===== src/rtl/wb_pkg.sv =====
// wb_pkg: shared types for the writeback stage.
//   - RV32I load funct3 codes (LB, LH, LW, LBU, LHU)
//   - lsu_entry_t: one buffered load return
//   - load_extend(): byte/halfword select and sign/zero extension
package wb_pkg;

  localparam logic [2:0] LB  = 3'b000;
  localparam logic [2:0] LH  = 3'b001;
  localparam logic [2:0] LW  = 3'b010;
  localparam logic [2:0] LBU = 3'b100;
  localparam logic [2:0] LHU = 3'b101;

  typedef struct packed {
    logic [4:0]  rd;
    logic [31:0] data;
    logic [2:0]  funct3;
    logic [1:0]  byte_off;
  } lsu_entry_t;

  // Unknown funct3 codes fall back to a full word. Halfword selection uses
  // only byte_off[1], so a misaligned halfword reads its aligned container.
  function automatic logic [31:0] load_extend(input lsu_entry_t e);
    logic [7:0]  b;
    logic [15:0] h;
    case (e.byte_off)
      2'd0:    b = e.data[7:0];
      2'd1:    b = e.data[15:8];
      2'd2:    b = e.data[23:16];
      default: b = e.data[31:24];
    endcase
    h = e.byte_off[1] ? e.data[31:16] : e.data[15:0];
    case (e.funct3)
      LB:      load_extend = {{24{b[7]}}, b};
      LH:      load_extend = {{16{h[15]}}, h};
      LBU:     load_extend = {24'd0, b};
      LHU:     load_extend = {16'd0, h};
      default: load_extend = e.data;
    endcase
  endfunction

endpackage


===== src/rtl/wb_lsu_fifo.sv =====
// wb_lsu_fifo: synchronous FIFO of lsu_entry_t for buffered load returns.
// Ports:
//   clk, rst         clock, async active-high reset (pointers only)
//   push, din        enqueue (ignored when full)
//   pop, dout        dequeue (ignored when empty); dout is the head entry
//   full, empty      status
//   ent_vld, ent_rd  per-slot valid flag and destination, for hazard masks
module wb_lsu_fifo
  import wb_pkg::*;
#(
  parameter int DEPTH = 4
) (
  input  logic                   clk,
  input  logic                   rst,
  input  logic                   push,
  input  lsu_entry_t             din,
  input  logic                   pop,
  output lsu_entry_t             dout,
  output logic                   full,
  output logic                   empty,
  output logic [DEPTH-1:0]       ent_vld,
  output logic [DEPTH-1:0][4:0]  ent_rd
);

  localparam int AW = $clog2(DEPTH);

  // One extra pointer bit distinguishes full from empty when the slots match.
  logic [AW:0]  r_wr_ptr, r_rd_ptr;
  lsu_entry_t   r_mem [DEPTH];
  logic [AW:0]  w_count;

  assign full    = (r_wr_ptr[AW] != r_rd_ptr[AW]) &&
                   (r_wr_ptr[AW-1:0] == r_rd_ptr[AW-1:0]);
  assign empty   = (r_wr_ptr == r_rd_ptr);
  assign dout    = r_mem[r_rd_ptr[AW-1:0]];
  assign w_count = r_wr_ptr - r_rd_ptr;

  always_ff @(posedge clk or posedge rst) begin
    if (rst) begin
      r_wr_ptr <= '0;
      r_rd_ptr <= '0;
    end else begin
      if (push && !full)
        r_wr_ptr <= r_wr_ptr + 1'b1;
      if (pop && !empty)
        r_rd_ptr <= r_rd_ptr + 1'b1;
    end
  end

  always_ff @(posedge clk) begin
    if (push && !full)
      r_mem[r_wr_ptr[AW-1:0]] <= din;
  end

  // A slot is live when its distance from the read pointer is below the count.
  for (genvar i = 0; i < DEPTH; i++) begin : g_vld
    logic [AW-1:0] w_off;
    assign w_off      = AW'(i) - r_rd_ptr[AW-1:0];
    assign ent_vld[i] = ({1'b0, w_off} < w_count);
    assign ent_rd[i]  = r_mem[i].rd;
  end

endmodule


===== src/rtl/wb_stage.sv =====
// wb_stage: writeback stage driving the integer register-file write port.
// ALU results have priority; load returns are buffered in wb_lsu_fifo,
// extended on dequeue, and guaranteed service by a bounded starvation count.
// Ports:
//   clk, rst                          clock, async active-high reset
//   alu_valid/alu_ready/alu_rd/alu_data   ALU result handshake
//   lsu_valid/lsu_ready/lsu_rd/lsu_data/lsu_funct3/lsu_byte_off  load return
//   rd_addr/rd_wdata/rd_wen           registered register-file write port
//   pend_mask                         destinations of buffered loads (bit0=0)
// Optional (macro WB_PERF_EN): perf_wb_cnt, perf_starve_cnt counters.
module wb_stage
  import wb_pkg::*;
#(
  parameter int LSU_FIFO_DEPTH = 4,
  parameter int STARVE_LIMIT   = 3
) (
  input  logic        clk,
  input  logic        rst,
  input  logic        alu_valid,
  output logic        alu_ready,
  input  logic [4:0]  alu_rd,
  input  logic [31:0] alu_data,
  input  logic        lsu_valid,
  output logic        lsu_ready,
  input  logic [4:0]  lsu_rd,
  input  logic [31:0] lsu_data,
  input  logic [2:0]  lsu_funct3,
  input  logic [1:0]  lsu_byte_off,
  output logic [4:0]  rd_addr,
  output logic [31:0] rd_wdata,
  output logic        rd_wen,
  output logic [31:0] pend_mask
`ifdef WB_PERF_EN
  ,
  output logic [31:0] perf_wb_cnt,
  output logic [31:0] perf_starve_cnt
`endif
);

  localparam int SCW = (STARVE_LIMIT < 1) ? 1 : $clog2(STARVE_LIMIT + 1);

  lsu_entry_t                        w_lsu_in, w_head;
  logic                              w_full, w_empty, w_push, w_pop;
  logic                              w_alu_win, w_starved;
  logic [LSU_FIFO_DEPTH-1:0]         w_ent_vld;
  logic [LSU_FIFO_DEPTH-1:0][4:0]    w_ent_rd;
  logic [SCW-1:0]                    r_starve_cnt;
  logic [4:0]                        r_rd_addr;
  logic [31:0]                       r_rd_wdata;
  logic                              r_rd_wen;

  assign w_lsu_in = '{rd: lsu_rd, data: lsu_data, funct3: lsu_funct3,
                      byte_off: lsu_byte_off};

  // No enqueue while full, even if the head leaves this same cycle.
  assign lsu_ready = !w_full && !rst;
  assign w_push    = lsu_valid && lsu_ready;

  assign w_starved = (r_starve_cnt == SCW'(STARVE_LIMIT)) && !w_empty;
  assign alu_ready = !w_starved;
  assign w_alu_win = alu_valid && alu_ready;
  assign w_pop     = !w_alu_win && !w_empty;

  wb_lsu_fifo #(.DEPTH(LSU_FIFO_DEPTH)) u_fifo (
    .clk     (clk),
    .rst     (rst),
    .push    (w_push),
    .din     (w_lsu_in),
    .pop     (w_pop),
    .dout    (w_head),
    .full    (w_full),
    .empty   (w_empty),
    .ent_vld (w_ent_vld),
    .ent_rd  (w_ent_rd)
  );

  always_comb begin
    pend_mask = '0;
    for (int i = 0; i < LSU_FIFO_DEPTH; i++)
      if (w_ent_vld[i]) pend_mask[w_ent_rd[i]] = 1'b1;
    pend_mask[0] = 1'b0;
  end

  // Counts consecutive ALU wins over a waiting load; saturates at the limit.
  always_ff @(posedge clk or posedge rst) begin
    if (rst)
      r_starve_cnt <= '0;
    else if (w_empty || w_pop)
      r_starve_cnt <= '0;
    else if (w_alu_win && r_starve_cnt != SCW'(STARVE_LIMIT))
      r_starve_cnt <= r_starve_cnt + 1'b1;
  end

  // x0 writes still consume their source but never assert the write enable.
  always_ff @(posedge clk or posedge rst) begin
    if (rst) begin
      r_rd_addr  <= '0;
      r_rd_wdata <= '0;
      r_rd_wen   <= 1'b0;
    end else if (w_alu_win) begin
      r_rd_addr  <= alu_rd;
      r_rd_wdata <= alu_data;
      r_rd_wen   <= (alu_rd != 5'd0);
    end else if (w_pop) begin
      r_rd_addr  <= w_head.rd;
      r_rd_wdata <= load_extend(w_head);
      r_rd_wen   <= (w_head.rd != 5'd0);
    end else begin
      r_rd_wen   <= 1'b0;
    end
  end

  assign rd_addr  = r_rd_addr;
  assign rd_wdata = r_rd_wdata;
  assign rd_wen   = r_rd_wen;

`ifdef WB_PERF_EN
  logic [31:0] r_perf_wb, r_perf_starve;

  always_ff @(posedge clk or posedge rst) begin
    if (rst) begin
      r_perf_wb     <= '0;
      r_perf_starve <= '0;
    end else begin
      if (r_rd_wen)
        r_perf_wb <= r_perf_wb + 32'd1;
      if (alu_valid && !alu_ready)
        r_perf_starve <= r_perf_starve + 32'd1;
    end
  end

  assign perf_wb_cnt     = r_perf_wb;
  assign perf_starve_cnt = r_perf_starve;
`endif

endmodule


===== config.mk =====
export PLATFORM = sky130hd
export DESIGN_NAME = wb_stage
export DESIGN_NICKNAME = d
export VERILOG_FILES = /design/src/rtl/wb_pkg.sv /design/src/rtl/wb_lsu_fifo.sv /design/src/rtl/wb_stage.sv
export SDC_FILE = /design/constraint.sdc
export NUM_CORES = 1
export LEC_CHECK = 0
export CELL_PAD_IN_SITES_DETAIL_PLACEMENT = 1
export CELL_PAD_IN_SITES_GLOBAL_PLACEMENT = 1
export CORE_MARGIN = 2
export CORE_UTILIZATION = 48
export DETAILED_ROUTE_END_ITERATION = 12
export PLACE_DENSITY_LB_ADDON = 0.1
export SLEW_MARGIN = 20
export SYNTH_ARGS = -nofsm -noshare
export SYNTH_HDL_FRONTEND = slang
export SYNTH_SLANG_ARGS = --single-unit

===== constraint.sdc =====
create_clock -name clk -period 6.77 [get_ports clk]
set_clock_uncertainty 0.15 [all_clocks]
set_input_delay 0.677 -clock clk [delete_from_list [all_inputs] [get_ports clk]]
set_output_delay 0.677 -clock clk [all_outputs]
set_load 0.03 [all_outputs]

==> metrics.txt <==
# TYPE chip_impl_metric gauge
chip_impl_info{name="netlist_top_cells_count",value="sky130_fd_sc_hd__edfxtp_1, sky130_fd_sc_hd__nand2_1, sky130_fd_sc_hd__dfrtp_1, sky130_fd_sc_hd__mux4_2, sky130_fd_sc_hd__o21ai_0"} 1
chip_impl_metric{name="synthesis.instances",unit=""} 736
chip_impl_metric{name="synthToLayoutAreaGrowth",unit="%"} 24.61
chip_impl_metric{name="cts_htree_levels",unit=""} 1
chip_impl_metric{name="synth.net_count",unit=""} 833
chip_impl_metric{name="cells_on_worst_hold_path",unit=""} 1
chip_impl_metric{name="yosys.area_share.xor_xnor",unit="%"} 0.7459
chip_impl_metric{name="final_area",unit="mm²"} 0.01254
chip_impl_metric{name="multi_input_comb_area",unit="mm²"} 0.003577
chip_impl_metric{name="dpl-instance-area",unit="mm²"} 0.01178
chip_impl_metric{name="clk_transition_reported_paths",unit="ns"} 0.06
chip_impl_metric{name="floorplan.core_area",unit="mm²"} 0.02043
chip_impl_metric{name="post_synth_instance_area",unit="mm²"} 0.01006
chip_impl_metric{name="buffer_ports.inserted",unit=""} 153
chip_impl_info{name="synth_top_flop_cell",value="sky130_fd_sc_hd__edfxtp_1"} 1
chip_impl_metric{name="route.vias.total",unit=""} 7171
chip_impl_metric{name="floorplan.die_area",unit="mm²"} 0.02214
chip_impl_info{name="synth.most_common_cell",value="sky130_fd_sc_hd__edfxtp_1"} 1
chip_impl_info{name="yosysTopAreaCell",value="sky130_fd_sc_hd__edfxtp_1"} 1
chip_impl_metric{name="tritoncts_num_sinks",unit=""} 214
chip_impl_info{name="worstReg2RegEnd",value="rd_wdata[1]$_DFFE_PP0P_"} 1
chip_impl_metric{name="report.final.hold_viol_count",unit=""} 0
chip_impl_metric{name="grt_first_pass_wirelength",unit="µm"} 46460
chip_impl_metric{name="cellLeakagePower",unit="µW"} 0.004322
chip_impl_metric{name="yosys.area.top_type_share",unit="%"} 50.12
chip_impl_metric{name="grt_overflow_total",unit=""} 0
chip_impl_metric{name="r2r.worst_path.cells",unit=""} 7
chip_impl_metric{name="insertion_delay_to_the_later_sink_of_the_worst_skew_pair",unit="ns"} 0.52
chip_impl_metric{name="cts_made_buffers",unit=""} 23
chip_impl_metric{name="final_nets",unit=""} 972
chip_impl_metric{name="path_max_fanout",unit=""} 6
chip_impl_info{name="clockRootBuffer",value="sky130_fd_sc_hd__clkbuf_16"} 1
chip_impl_metric{name="detailed_router_s_first_iteration_violation_count",unit=""} 490
chip_impl_metric{name="highest_clock_rate",unit="GHz"} 0.1787
chip_impl_metric{name="grt_use_total",unit="%"} 27.75
chip_impl_metric{name="cts.hold.buffers_added",unit=""} 0
chip_impl_metric{name="drt_first_pass_iters",unit=""} 5
chip_impl_metric{name="via_per_instance_ratio",unit=""} 6.182
chip_impl_info{name="synth_top_cells_by_area",value="sky130_fd_sc_hd__edfxtp_1, sky130_fd_sc_hd__dfrtp_1, sky130_fd_sc_hd__mux4_2, sky130_fd_sc_hd__nand2_1, sky130_fd_sc_hd__a22oi_1"} 1
chip_impl_metric{name="synth_compound_area_share",unit="%"} 10.83
chip_impl_metric{name="timing.critical_path.required",unit="ns"} 5.94
chip_impl_metric{name="ant_nets",unit=""} 0
chip_impl_metric{name="row_count",unit=""} 52
chip_impl_metric{name="antenna-diode-count",unit=""} 0
chip_impl_metric{name="postRouteWirelength",unit="µm"} 30450
chip_impl_metric{name="final.setup.tns",unit="ns"} 0
chip_impl_metric{name="antenna_found_initial",unit=""} 0
chip_impl_metric{name="syn-mean-instance-area",unit="µm²"} 13.67
chip_impl_metric{name="cts.repair.resized",unit=""} 0
chip_impl_info{name="type_of_destination_of_the_critical_path",value="primary output"} 1
chip_impl_info{name="synth_top_family_by_area",value="simple AND/OR/NAND/NOR gates"} 1
chip_impl_metric{name="synth_simple_gate_area_share",unit="%"} 11.44
chip_impl_metric{name="ioPinCount",unit=""} 155
chip_impl_info{name="outcome",value="finished, final reports clean"} 1
chip_impl_metric{name="synth_enable_flop_cells",unit=""} 168
chip_impl_metric{name="drc_errors",unit=""} 0
chip_impl_metric{name="timing_worst_slew_pin_value",unit="ns"} 1.085
chip_impl_metric{name="ys_types",unit=""} 62
chip_impl_metric{name="setup_viol",unit=""} 0
chip_impl_metric{name="die_height",unit="µm"} 148.8
chip_impl_metric{name="post_cts_repair_timing_setup_buffer_count",unit=""} 0
chip_impl_metric{name="regArea",unit="mm²"} 0.006198
chip_impl_info{name="critical_path.reg2reg.startpoint",value="u_fifo.r_rd_ptr[0]$_DFFE_PP0P_"} 1
chip_impl_info{name="timing.setup.critical_path_class",value="flip-flop to primary output"} 1
chip_impl_metric{name="synth_sequential_area_ratio",unit="%"} 61.56
chip_impl_metric{name="ctsLongestPathBuffers",unit=""} 3
chip_impl_metric{name="final_worst_path_period_share",unit="%"} 82.65
chip_impl_metric{name="start_util",unit="%"} 49.27
chip_impl_metric{name="synthMuxAreaShare",unit="%"} 10.58
chip_impl_metric{name="vdd.ir_drop.worst",unit="V"} 0.0003120
chip_impl_metric{name="asyncSetResetFlopFracSynth",unit="%"} 21.50
chip_impl_metric{name="synthesis_warning_total",unit=""} 0
chip_impl_info{name="grt_setup_unrepaired",value="no"} 1
chip_impl_metric{name="grt_start_max_net_pins",unit=""} 48
chip_impl_info{name="cts_tree",value="built"} 1
chip_impl_metric{name="dp.final_hpwl",unit="µm"} 20350
chip_impl_info{name="hold_path_end",value="r_starve_cnt[0]$_DFFE_PP0P_"} 1
chip_impl_metric{name="finalCriticalPeriod",unit="ns"} 5.595
chip_impl_metric{name="post_route_cells_drive_above_1_share",unit="%"} 12.47
chip_impl_info{name="min_from",value="r_starve_cnt[0]$_DFFE_PP0P_"} 1
chip_impl_metric{name="slew_viol_final",unit=""} 0
chip_impl_info{name="critPathLaunchType",value="flip-flop"} 1
chip_impl_metric{name="ys_ff_latch",unit=""} 214
chip_impl_metric{name="pwr_density_cell",unit="mW/mm²"} 477.7
chip_impl_metric{name="number_of_global_route_vias_before_repair",unit=""} 7828
chip_impl_metric{name="max-cap-violations",unit=""} 0
chip_impl_metric{name="die_x",unit="µm"} 148.8
chip_impl_metric{name="place.gp.congestion",unit=""} 0.8887
chip_impl_metric{name="reg2reg_setup_slack",unit="ns"} 2.94
chip_impl_metric{name="worst_ep_arrival_time",unit="ns"} 4.77
chip_impl_metric{name="final.fill_count",unit=""} 1972
chip_impl_metric{name="synth_fa_ha_area_share",unit="%"} 1.815
chip_impl_metric{name="routedWlPerCell",unit="µm"} 26.25
chip_impl_metric{name="relative_max_transition_margin",unit="%"} 27.53
chip_impl_info{name="min-delay-path-class",value="flip-flop to flip-flop"} 1
report_power, final:
part           internal [µW]  switching [µW]  leakage, µW  total, µW
Clock                    776             508     0.000375       1280
Combinational           1070            1780      0.00189       2850
Sequential              1700             164      0.00206       1860
worst max-delay path, stage by stage (launching register included):
cell                              delay (ns)
sky130_fd_sc_hd__dfrtp_1                0.42
sky130_fd_sc_hd__inv_1                  0.17
sky130_fd_sc_hd__ha_1                   0.24
sky130_fd_sc_hd__inv_1                  0.07
sky130_fd_sc_hd__fa_1                   0.48
sky130_fd_sc_hd__inv_1                  0.08
sky130_fd_sc_hd__ha_1                   0.31
sky130_fd_sc_hd__nor2b_1                0.15
sky130_fd_sc_hd__o21ai_0                0.42
sky130_fd_sc_hd__nor3b_1                0.93
sky130_fd_sc_hd__a22oi_1                0.20
sky130_fd_sc_hd__nand2_1                0.12
sky130_fd_sc_hd__clkdlybuf4s50_1        0.67
kinds of logic after synthesis:
kind of cell / count (synthesis)
other: 1
buffers and inverters: 64
adder cells (fa/ha/maj): 14
flip-flops: 214
AO/OA/AOI/OAI: 165
multiplexers: 53
XOR/XNOR: 6
AND/OR/NAND/NOR: 219
layer usage:
metal / track usage [%] / share of wire [%]
met1: 36.63 / 40
met4: 8.524 / 2.6
met5: 0 / 0
met3: 4.067 / 6.1
met2: 48.01 / 51
per-stage QoR:
stage	util (%)	setup slack, ns	cells	power [µW]	hold WS [ns]
2_1_floorplan	-	2.471	736	3685	0.2692
3_3_place_gp	57.64	1.957	1120	4603	0.2812
3_5_place_dp	57.64	1.775	1120	4698	0.2891
4_1_cts	61.39	1.189	1160	6009	0.3115
5_1_grt	61.39	1.012	1160	6267	0.3381
6_report	61.39	1.175	1160	5991	0.3092
final cells by class:
type | count | share of cell area (%)
Clock buffer | 26 | 4.679
Clock inverter | 14 | 1.417
Inverter | 15 | 0.4589
Multi-Input combinational cell | 458 | 28.52
Sequential cell | 214 | 49.42
Tap cell | 270 | 2.694
Timing Repair Buffer | 163 | 12.81
registers in the layout, summed over array words and instances, names as in the netlist:
signal / flops
r_starve_cnt: 2
rd_addr: 5
rd_wdata: 32
rd_wen: 1
u_fifo.r_mem: 168
u_fifo.r_rd_ptr: 3
u_fifo.r_wr_ptr: 3
cells in the final DEF (no fill, tap or decap), types with 17 or more instances in the layout:
cell                              instances
sky130_fd_sc_hd__a21oi_1                 28
sky130_fd_sc_hd__clkdlybuf4s50_1        153
sky130_fd_sc_hd__nor2_1                  23
sky130_fd_sc_hd__dfrtp_1                 44
sky130_fd_sc_hd__edfxtp_1               168
sky130_fd_sc_hd__clkbuf_16               23
sky130_fd_sc_hd__mux4_2                  40
sky130_fd_sc_hd__a22oi_1                 26
sky130_fd_sc_hd__nand2_1                 69
sky130_fd_sc_hd__o22ai_1                 17
sky130_fd_sc_hd__o21ai_0                 35
sky130_fd_sc_hd__nor2b_1                 17
sky130_fd_sc_hd__nand3_1                 31
worst max-delay path by stage:
| stage | cells past startpoint | startpoint | end |
|---|---|---|---|
| after floorplan | 13 | u_fifo.r_rd_ptr[1]$_DFFE_PP0P_ | pend_mask[24] |
| after global placement | 12 | u_fifo.r_wr_ptr[0]$_DFFE_PP0P_ | pend_mask[20] |
| after detailed placement | 12 | u_fifo.r_wr_ptr[0]$_DFFE_PP0P_ | pend_mask[12] |
| after CTS | 12 | u_fifo.r_wr_ptr[0]$_DFFE_PP0P_ | pend_mask[16] |
| after global routing | 12 | u_fifo.r_wr_ptr[0]$_DFFE_PP0P_ | pend_mask[12] |
| final | 12 | u_fifo.r_wr_ptr[0]$_DFFE_PP0P_ | pend_mask[16] |
Power figures use the tool's default switching activity.
